==> config.mk <==
export PLATFORM = sky130hd
export DESIGN_NAME = read_ptr_empty_ctrl_flat
export DESIGN_NICKNAME = d
export VERILOG_FILES = /design/src/rtl/read_ptr_empty_ctrl_if.sv /design/src/rtl/read_ptr_empty_ctrl.sv /design/src/flat_wrapper.sv
export SDC_FILE = /design/constraint.sdc
export NUM_CORES = 1
export LEC_CHECK = 0
export CORE_MARGIN = 5
export CORE_UTILIZATION = 41
export DETAILED_ROUTE_END_ITERATION = 8
export PLACE_DENSITY = 0.84
export SETUP_SLACK_MARGIN = 0.4
export SLEW_MARGIN = 20
export SYNTH_ARGS = -nofsm -noshare
export SYNTH_HDL_FRONTEND = slang
export SYNTH_SLANG_ARGS = --single-unit
==> constraint.sdc <==
create_clock -name r_clk -period 2.6 [get_ports r_clk]
set_input_delay 0.78 -clock r_clk [delete_from_list [all_inputs] [get_ports r_clk]]
set_output_delay 0.78 -clock r_clk [all_outputs]
set_load 0.05 [all_outputs]
==> src/rtl/read_ptr_empty_ctrl_if.sv <==
// Read-side bus of the async FIFO read pointer/empty controller.
// Carries underflow_cnt only when READ_UNDERFLOW_CNT_EN is defined.
interface read_ptr_empty_ctrl_if #(
  parameter int FIFO_DEPTH_BIT = 4,
  parameter int SEL_W          = 1
);
  logic                    r_en;
  logic [FIFO_DEPTH_BIT:0] write_addr_gray;
  logic                    flag_empty;
  logic                    flag_almost_empty;
  logic [FIFO_DEPTH_BIT-1:0] read_addr;
  logic [FIFO_DEPTH_BIT:0] read_addr_gray;
  logic [SEL_W-1:0]        read_sel;
  logic [FIFO_DEPTH_BIT:0] read_level;
  logic                    r_underflow;
`ifdef READ_UNDERFLOW_CNT_EN
  logic [7:0]              underflow_cnt;
`endif

  modport master (
    output r_en,
    output write_addr_gray,
    input  flag_empty,
    input  flag_almost_empty,
    input  read_addr,
    input  read_addr_gray,
    input  read_sel,
    input  read_level,
`ifdef READ_UNDERFLOW_CNT_EN
    input  underflow_cnt,
`endif
    input  r_underflow
  );

  modport slave (
    input  r_en,
    input  write_addr_gray,
    output flag_empty,
    output flag_almost_empty,
    output read_addr,
    output read_addr_gray,
    output read_sel,
    output read_level,
`ifdef READ_UNDERFLOW_CNT_EN
    output underflow_cnt,
`endif
    output r_underflow
  );
endinterface

==> src/rtl/read_ptr_empty_ctrl.sv <==
// Async FIFO read pointer / empty controller with write-pointer CDC.
// Optional saturating underflow counter: define READ_UNDERFLOW_CNT_EN.
module read_ptr_empty_ctrl #(
  parameter int DATAIN_WIDTH    = 16,
  parameter int DATAOUT_WIDTH   = 32,
  parameter int FIFO_DEPTH_BIT  = 4,
  parameter int SYNC_STAGES     = 2,
  parameter int ALMOST_EMPTY_TH = 2
) (
  input logic r_clk,
  input logic r_rst,
  read_ptr_empty_ctrl_if.slave bus
);
  localparam int AW  = FIFO_DEPTH_BIT + 1;
  localparam int MUL = (DATAOUT_WIDTH >= DATAIN_WIDTH) ?
                       DATAOUT_WIDTH / DATAIN_WIDTH : 1;
  localparam int DIV = (DATAIN_WIDTH > DATAOUT_WIDTH) ?
                       DATAIN_WIDTH / DATAOUT_WIDTH : 1;
  localparam int SEL_W = (DIV > 1) ? $clog2(DIV) : 1;

  if (SYNC_STAGES < 2) begin : g_bad_sync
    $error("SYNC_STAGES must be at least 2");
  end

  logic [AW-1:0]    sync_q [SYNC_STAGES];
  logic [AW-1:0]    wr_bin_s;
  logic [AW-1:0]    rd_bin;
  logic [AW-1:0]    rd_nxt;
  logic [AW-1:0]    rd_gray;
  logic [AW-1:0]    level;
  logic [SEL_W-1:0] sub_cnt;
  logic [SEL_W-1:0] sub_nxt;
  logic             empty;
  logic             accept;
  logic             refuse;
  logic             uflow;

  always_ff @(posedge r_clk) begin
    if (r_rst) begin
      for (int i = 0; i < SYNC_STAGES; i++)
        sync_q[i] <= '0;
    end else begin
      sync_q[0] <= bus.write_addr_gray;
      for (int i = 1; i < SYNC_STAGES; i++)
        sync_q[i] <= sync_q[i-1];
    end
  end

  always_comb begin
    wr_bin_s = '0;
    wr_bin_s[AW-1] = sync_q[SYNC_STAGES-1][AW-1];
    for (int i = AW - 2; i >= 0; i--)
      wr_bin_s[i] = wr_bin_s[i+1] ^ sync_q[SYNC_STAGES-1][i];
  end

  assign level  = wr_bin_s - rd_bin;
  assign empty  = (MUL > 1) ? (level < AW'(MUL)) : (level == '0);
  assign accept = bus.r_en && !empty;
  assign refuse = bus.r_en && empty;

  // Downsize walks the sub-word slices before moving to the next RAM word.
  always_comb begin
    rd_nxt  = rd_bin;
    sub_nxt = sub_cnt;
    if (accept) begin
      if (DIV > 1) begin
        if (sub_cnt == SEL_W'(DIV - 1)) begin
          sub_nxt = '0;
          rd_nxt  = rd_bin + AW'(1);
        end else begin
          sub_nxt = sub_cnt + SEL_W'(1);
        end
      end else begin
        rd_nxt = rd_bin + AW'(MUL);
      end
    end
  end

  always_ff @(posedge r_clk) begin
    if (r_rst) begin
      rd_bin  <= '0;
      rd_gray <= '0;
      sub_cnt <= '0;
      uflow   <= 1'b0;
    end else begin
      rd_bin  <= rd_nxt;
      rd_gray <= rd_nxt ^ (rd_nxt >> 1);
      sub_cnt <= sub_nxt;
      uflow   <= uflow | refuse;
    end
  end

`ifdef READ_UNDERFLOW_CNT_EN
  logic [7:0] ucnt;

  always_ff @(posedge r_clk) begin
    if (r_rst)
      ucnt <= '0;
    else if (refuse && ucnt != 8'hFF)
      ucnt <= ucnt + 8'd1;
  end

  assign bus.underflow_cnt = ucnt;
`endif

  assign bus.flag_empty        = empty;
  assign bus.flag_almost_empty = level <= AW'(ALMOST_EMPTY_TH);
  assign bus.read_addr         = rd_bin[FIFO_DEPTH_BIT-1:0];
  assign bus.read_addr_gray    = rd_gray;
  assign bus.read_sel          = (DIV > 1) ? sub_cnt : '0;
  assign bus.read_level        = level;
  assign bus.r_underflow       = uflow;
endmodule
==> src/flat_wrapper.sv <==
// flat-port wrapper written by rule: the top's interface ports become plain ports
module read_ptr_empty_ctrl_flat 
#(
  parameter int DATAIN_WIDTH    = 16,
  parameter int DATAOUT_WIDTH   = 32,
  parameter int FIFO_DEPTH_BIT  = 4,
  parameter int SYNC_STAGES     = 2,
  parameter int ALMOST_EMPTY_TH = 2
)
  (r_clk, r_rst, bus_r_en, bus_write_addr_gray, bus_flag_empty, bus_flag_almost_empty, bus_read_addr, bus_read_addr_gray, bus_read_sel, bus_read_level, bus_r_underflow);
  read_ptr_empty_ctrl_if #(.FIFO_DEPTH_BIT(FIFO_DEPTH_BIT)) bus_i ();
  input logic r_clk;
  input logic r_rst;
  input wire logic [$bits(bus_i.r_en)-1:0] bus_r_en;
  input wire logic [$bits(bus_i.write_addr_gray)-1:0] bus_write_addr_gray;
  output wire logic [$bits(bus_i.flag_empty)-1:0] bus_flag_empty;
  output wire logic [$bits(bus_i.flag_almost_empty)-1:0] bus_flag_almost_empty;
  output wire logic [$bits(bus_i.read_addr)-1:0] bus_read_addr;
  output wire logic [$bits(bus_i.read_addr_gray)-1:0] bus_read_addr_gray;
  output wire logic [$bits(bus_i.read_sel)-1:0] bus_read_sel;
  output wire logic [$bits(bus_i.read_level)-1:0] bus_read_level;
  output wire logic [$bits(bus_i.r_underflow)-1:0] bus_r_underflow;
  assign bus_i.r_en = bus_r_en;
  assign bus_i.write_addr_gray = bus_write_addr_gray;
  assign bus_flag_empty = bus_i.flag_empty;
  assign bus_flag_almost_empty = bus_i.flag_almost_empty;
  assign bus_read_addr = bus_i.read_addr;
  assign bus_read_addr_gray = bus_i.read_addr_gray;
  assign bus_read_sel = bus_i.read_sel;
  assign bus_read_level = bus_i.read_level;
  assign bus_r_underflow = bus_i.r_underflow;
  read_ptr_empty_ctrl #(.DATAIN_WIDTH(DATAIN_WIDTH), .DATAOUT_WIDTH(DATAOUT_WIDTH), .FIFO_DEPTH_BIT(FIFO_DEPTH_BIT), .SYNC_STAGES(SYNC_STAGES), .ALMOST_EMPTY_TH(ALMOST_EMPTY_TH)) u_core (.r_clk(r_clk), .r_rst(r_rst), .bus(bus_i));
endmodule
==> qor.txt, run 1 <==
hold slack: 0.4484 ns
Startpoint Class: flop
synthesized area: 874.6 um^2
clock power share: 10.0%
switching share of power: 43.18%
Routed WL per cell: 14.51 um
Tmin final: 3.397 ns
Slew Viols, Final: 0
Core ar.: 0.002002 mm^2
die footprint: 0.003157 mm^2
Finished Cell Area: 0.001579 mm^2
post-synthesis xor/xnor area fraction: 11.73%
Power Total: 0.001741 W
H-tree depth: 1
CTS tree: built
chip width: 56.19 um
Clock Path Buffers: 2
drt total wl: 2.394 mm
Post-Place Cells: 152
first-pass GRT wire length: 4.084 mm
Adder-Cell Fraction of Synth Area: 8.011%
Max Fanout on Critical Path: 3
vias per std cell: 4.891
#FFs+latches synth: 18
mux share of post-synthesis cell area: 4.864%
Ports: 26
fmax: 294.4 MHz
kind of critical path: flop to output pin
CP required: 1.82 ns
largest net degree at the start of global routing: 11
final setup margin: -0.7969 ns
Setup crit end kind: output pin
root buffer cell: clkbuf_4
Combinational Power Share: 71.3%
RSZ-0062 raised after global routing: yes
skew final: 0.006833 ns
Total GRT Usage: 16.95%
status: finished, violations left
Synth Area per Inst: 9.827 um^2
Synth Area in Compound Gates: 9.871%
drc violations: 0
sequential share of power: 18.7%
NetSw: 0.0007519 W
HPWL Detailed: 1.540 mm
vias: 807
CTS buffer count: 3
IO Port Bufs: 23
routability cong.: 0.7578
maximum vdd drop: 0.0006876 V
P_int: 0.0009895 W
post-route clock period utilization: 130.7%
Power Dens Cells: 1103 mW/mm^2
post-place setup slack: -0.4513 ns
Syn. warnings: 0
Max-cap violations: 0
TritonRoute pass-1 iters: 2
n_diodes: 0
Finished Layout Cells: 165
DRT iter0 DRCs: 8
violated checks: negative setup slack
Layout area overhead: 80.54%
clock sinks: 18
simple-gate area share of the yosys netlist: 17.88%
Nets: 152
min-delay worst type: flop to flop
Clock transition at path regs: 0.10 ns
number of distinct library cells after synthesis: 30
vias in the first global route: 875
Routed Antenna Nets: 0
Initial Utilization: 43.69%
Leak: 0.6887 nW
Final Hold Vio Count: 0
final setup violating endpoints: 13
die height: 56.19 um
placed cell area: 0.001370 mm^2
post-synthesis sequential area ratio: 41.20%
largest family of logic cells by synthesized area: simple AND/OR/NAND/NOR gates
Gate Count Post-Synth: 89
share of cells above drive strength 1: 48.55%
initial antenna violation count: 0
Cell Rows: 16
grt ovf: 0
CP arrival: 2.62 ns
clk_lat worst skew: 0.30 ns
-- cells in the mapped netlist --
master | instances | area (um^2)
dfxtp_1 | 18 | 360.4
nor2b_1 | 10 | 62.56
inv_1 | 6 | 22.52
a21oi_1 | 5 | 25.02
nor2_1 | 5 | 18.77
ha_1 | 4 | 50.05
xnor2_1 | 4 | 35.03
xor2_1 | 4 | 35.03
buf_4 | 3 | 22.52
o21ai_0 | 3 | 15.01
clkbuf_1 | 2 | 7.510
mux2_2 | 2 | 22.52
mux2i_1 | 2 | 20.02
nand2_1 | 2 | 7.510
nand3_1 | 2 | 10.01
nor3_1 | 2 | 10.01
or3_1 | 2 | 12.51
a2111oi_2 | 1 | 15.01
and3_1 | 1 | 6.260
conb_1 | 1 | 3.750
fa_1 | 1 | 20.02
nand3b_1 | 1 | 7.510
nor3b_1 | 1 | 7.510
o311ai_0 | 1 | 8.760
o31a_2 | 1 | 10.01
o31ai_2 | 1 | 12.51
or2_2 | 1 | 6.260
or4_1 | 1 | 7.510
xnor2_2 | 1 | 16.27
xor2_2 | 1 | 16.27
-- routing by layer --
layer | global-route usage (%) | wire length [um]
met4 | 10.51 | 80
met1 | 15.99 | 844
met3 | 2.784 | 95
met2 | 33.06 | 1374
met5 | 0 | 0
-- logic make-up (layout without fill, tap and decap cells) --
family / count (synthesis) / count (layout)
multiplexers: 4 / 4
flip-flops: 18 / 18
XOR/XNOR: 10 / 10
AND/OR/NAND/NOR: 28 / 28
other: 1 / 2
adder cells (fa/ha/maj): 5 / 5
AO/OA/AOI/OAI: 12 / 12
buffers and inverters: 11 / 59
-- timing repair --
item,CTS,global route
pin swaps,11,0
gates resized for setup,40,3
endpoints found under the setup margin,24,17
hold buffers,0,0
buffers inserted,7,2
-- worst paths after layout --
kind / from / end / slack, ns / cells past startpoint
hold / removal: u_core.sync_q[0][4]$_SDFF_PP0_ / u_core.sync_q[0][9]$_SDFF_PP0_ / 0.45 / 1
setup / recovery: u_core.sync_q[0][8]$_SDFF_PP0_ / bus_flag_almost_empty / -0.80 / 9
hold reg to reg: u_core.sync_q[0][4]$_SDFF_PP0_ / u_core.sync_q[0][9]$_SDFF_PP0_ / 0.45 / 1
setup reg to reg: u_core.sync_q[0][8]$_SDFF_PP0_ / u_core.bus.read_addr_gray[2]$_SDFF_PP0_ / -0.47 / 14
-- cell usage in the layout (no fill, tap or decap), types with 2 or more instances in the layout --
cell	Yosys	routed
mux2_4	0	2
a21oi_1	5	2
clkbuf_2	0	2
inv_1	6	3
dfxtp_2	0	4
buf_4	3	18
or3_1	2	2
buf_6	0	8
xor2_1	4	3
clkdlybuf4s50_1	0	7
conb_1	1	2
clkbuf_4	0	3
a21oi_2	0	3
o21ai_1	0	2
ha_1	4	3
xnor2_2	1	2
buf_12	0	7
nor2_1	5	5
nor2b_1	10	10
xor2_2	1	2
dfxtp_1	18	14
dlygate4sd2_1	0	7
xnor2_1	4	2
-- through the flow --
stage | utilization (%) | setup TNS, ns
6_report | 78.88 | -4.948
5_1_grt | 78.88 | -6.985
4_1_cts | 78.44 | -4.627
3_5_place_dp | 68.44 | -2.775
3_3_place_gp | 68.44 | -1.646
2_1_floorplan | - | -1.965
-- area by class of cell --
type | instances | area, um^2
Clock buffer | 4 | 36.28
Timing Repair Buffer | 49 | 506.7
Tap cell | 27 | 33.78
Multi-Input combinational cell | 61 | 608.1
Sequential cell | 18 | 365.4
Fill cell | 127 | 422.9
Inverter | 6 | 28.78
-- power by group through the flow --
| stage | clock [W] | sequential, W | combinational (W) |
|---|---|---|---|
| 6_report | 0.000173 | 0.000326 | 0.00124 |
| 3_5_place_dp | 0 | 0.000329 | 0.00103 |
| 2_1_floorplan | 0 | 0.000430 | 0.000488 |
| 3_3_place_gp | 0 | 0.000327 | 0.00100 |
| 5_1_grt | 0.000195 | 0.000331 | 0.00130 |
| 4_1_cts | 0.000178 | 0.000325 | 0.00122 |
-- worst max-delay path: stages (launching register included) --
cell and delay [ns]:
dfxtp_2 0.34, xor2_2 0.19, buf_4 0.14, buf_4 0.12, ha_1 0.33, a21oi_2 0.22, a21oi_2 0.10, or2_4 0.28
a2111oi_4 0.40, buf_12 0.19
-- flip-flops by register name (all words and copies together) (netlist names) --
name and flops:
u_core.bus.r_underflow 1, u_core.bus.read_addr_gray 5, u_core.rd_bin 2, u_core.sync_q 10
No activity file was read; power rests on OpenSTA's default activity.
==> inputs of run 2 (changes only) <==
HOLD_SLACK_MARGIN = 0.03   (was default)
==> results of run 2 <==
The final DEF is identical to that of run 1; final timing and power are the same.
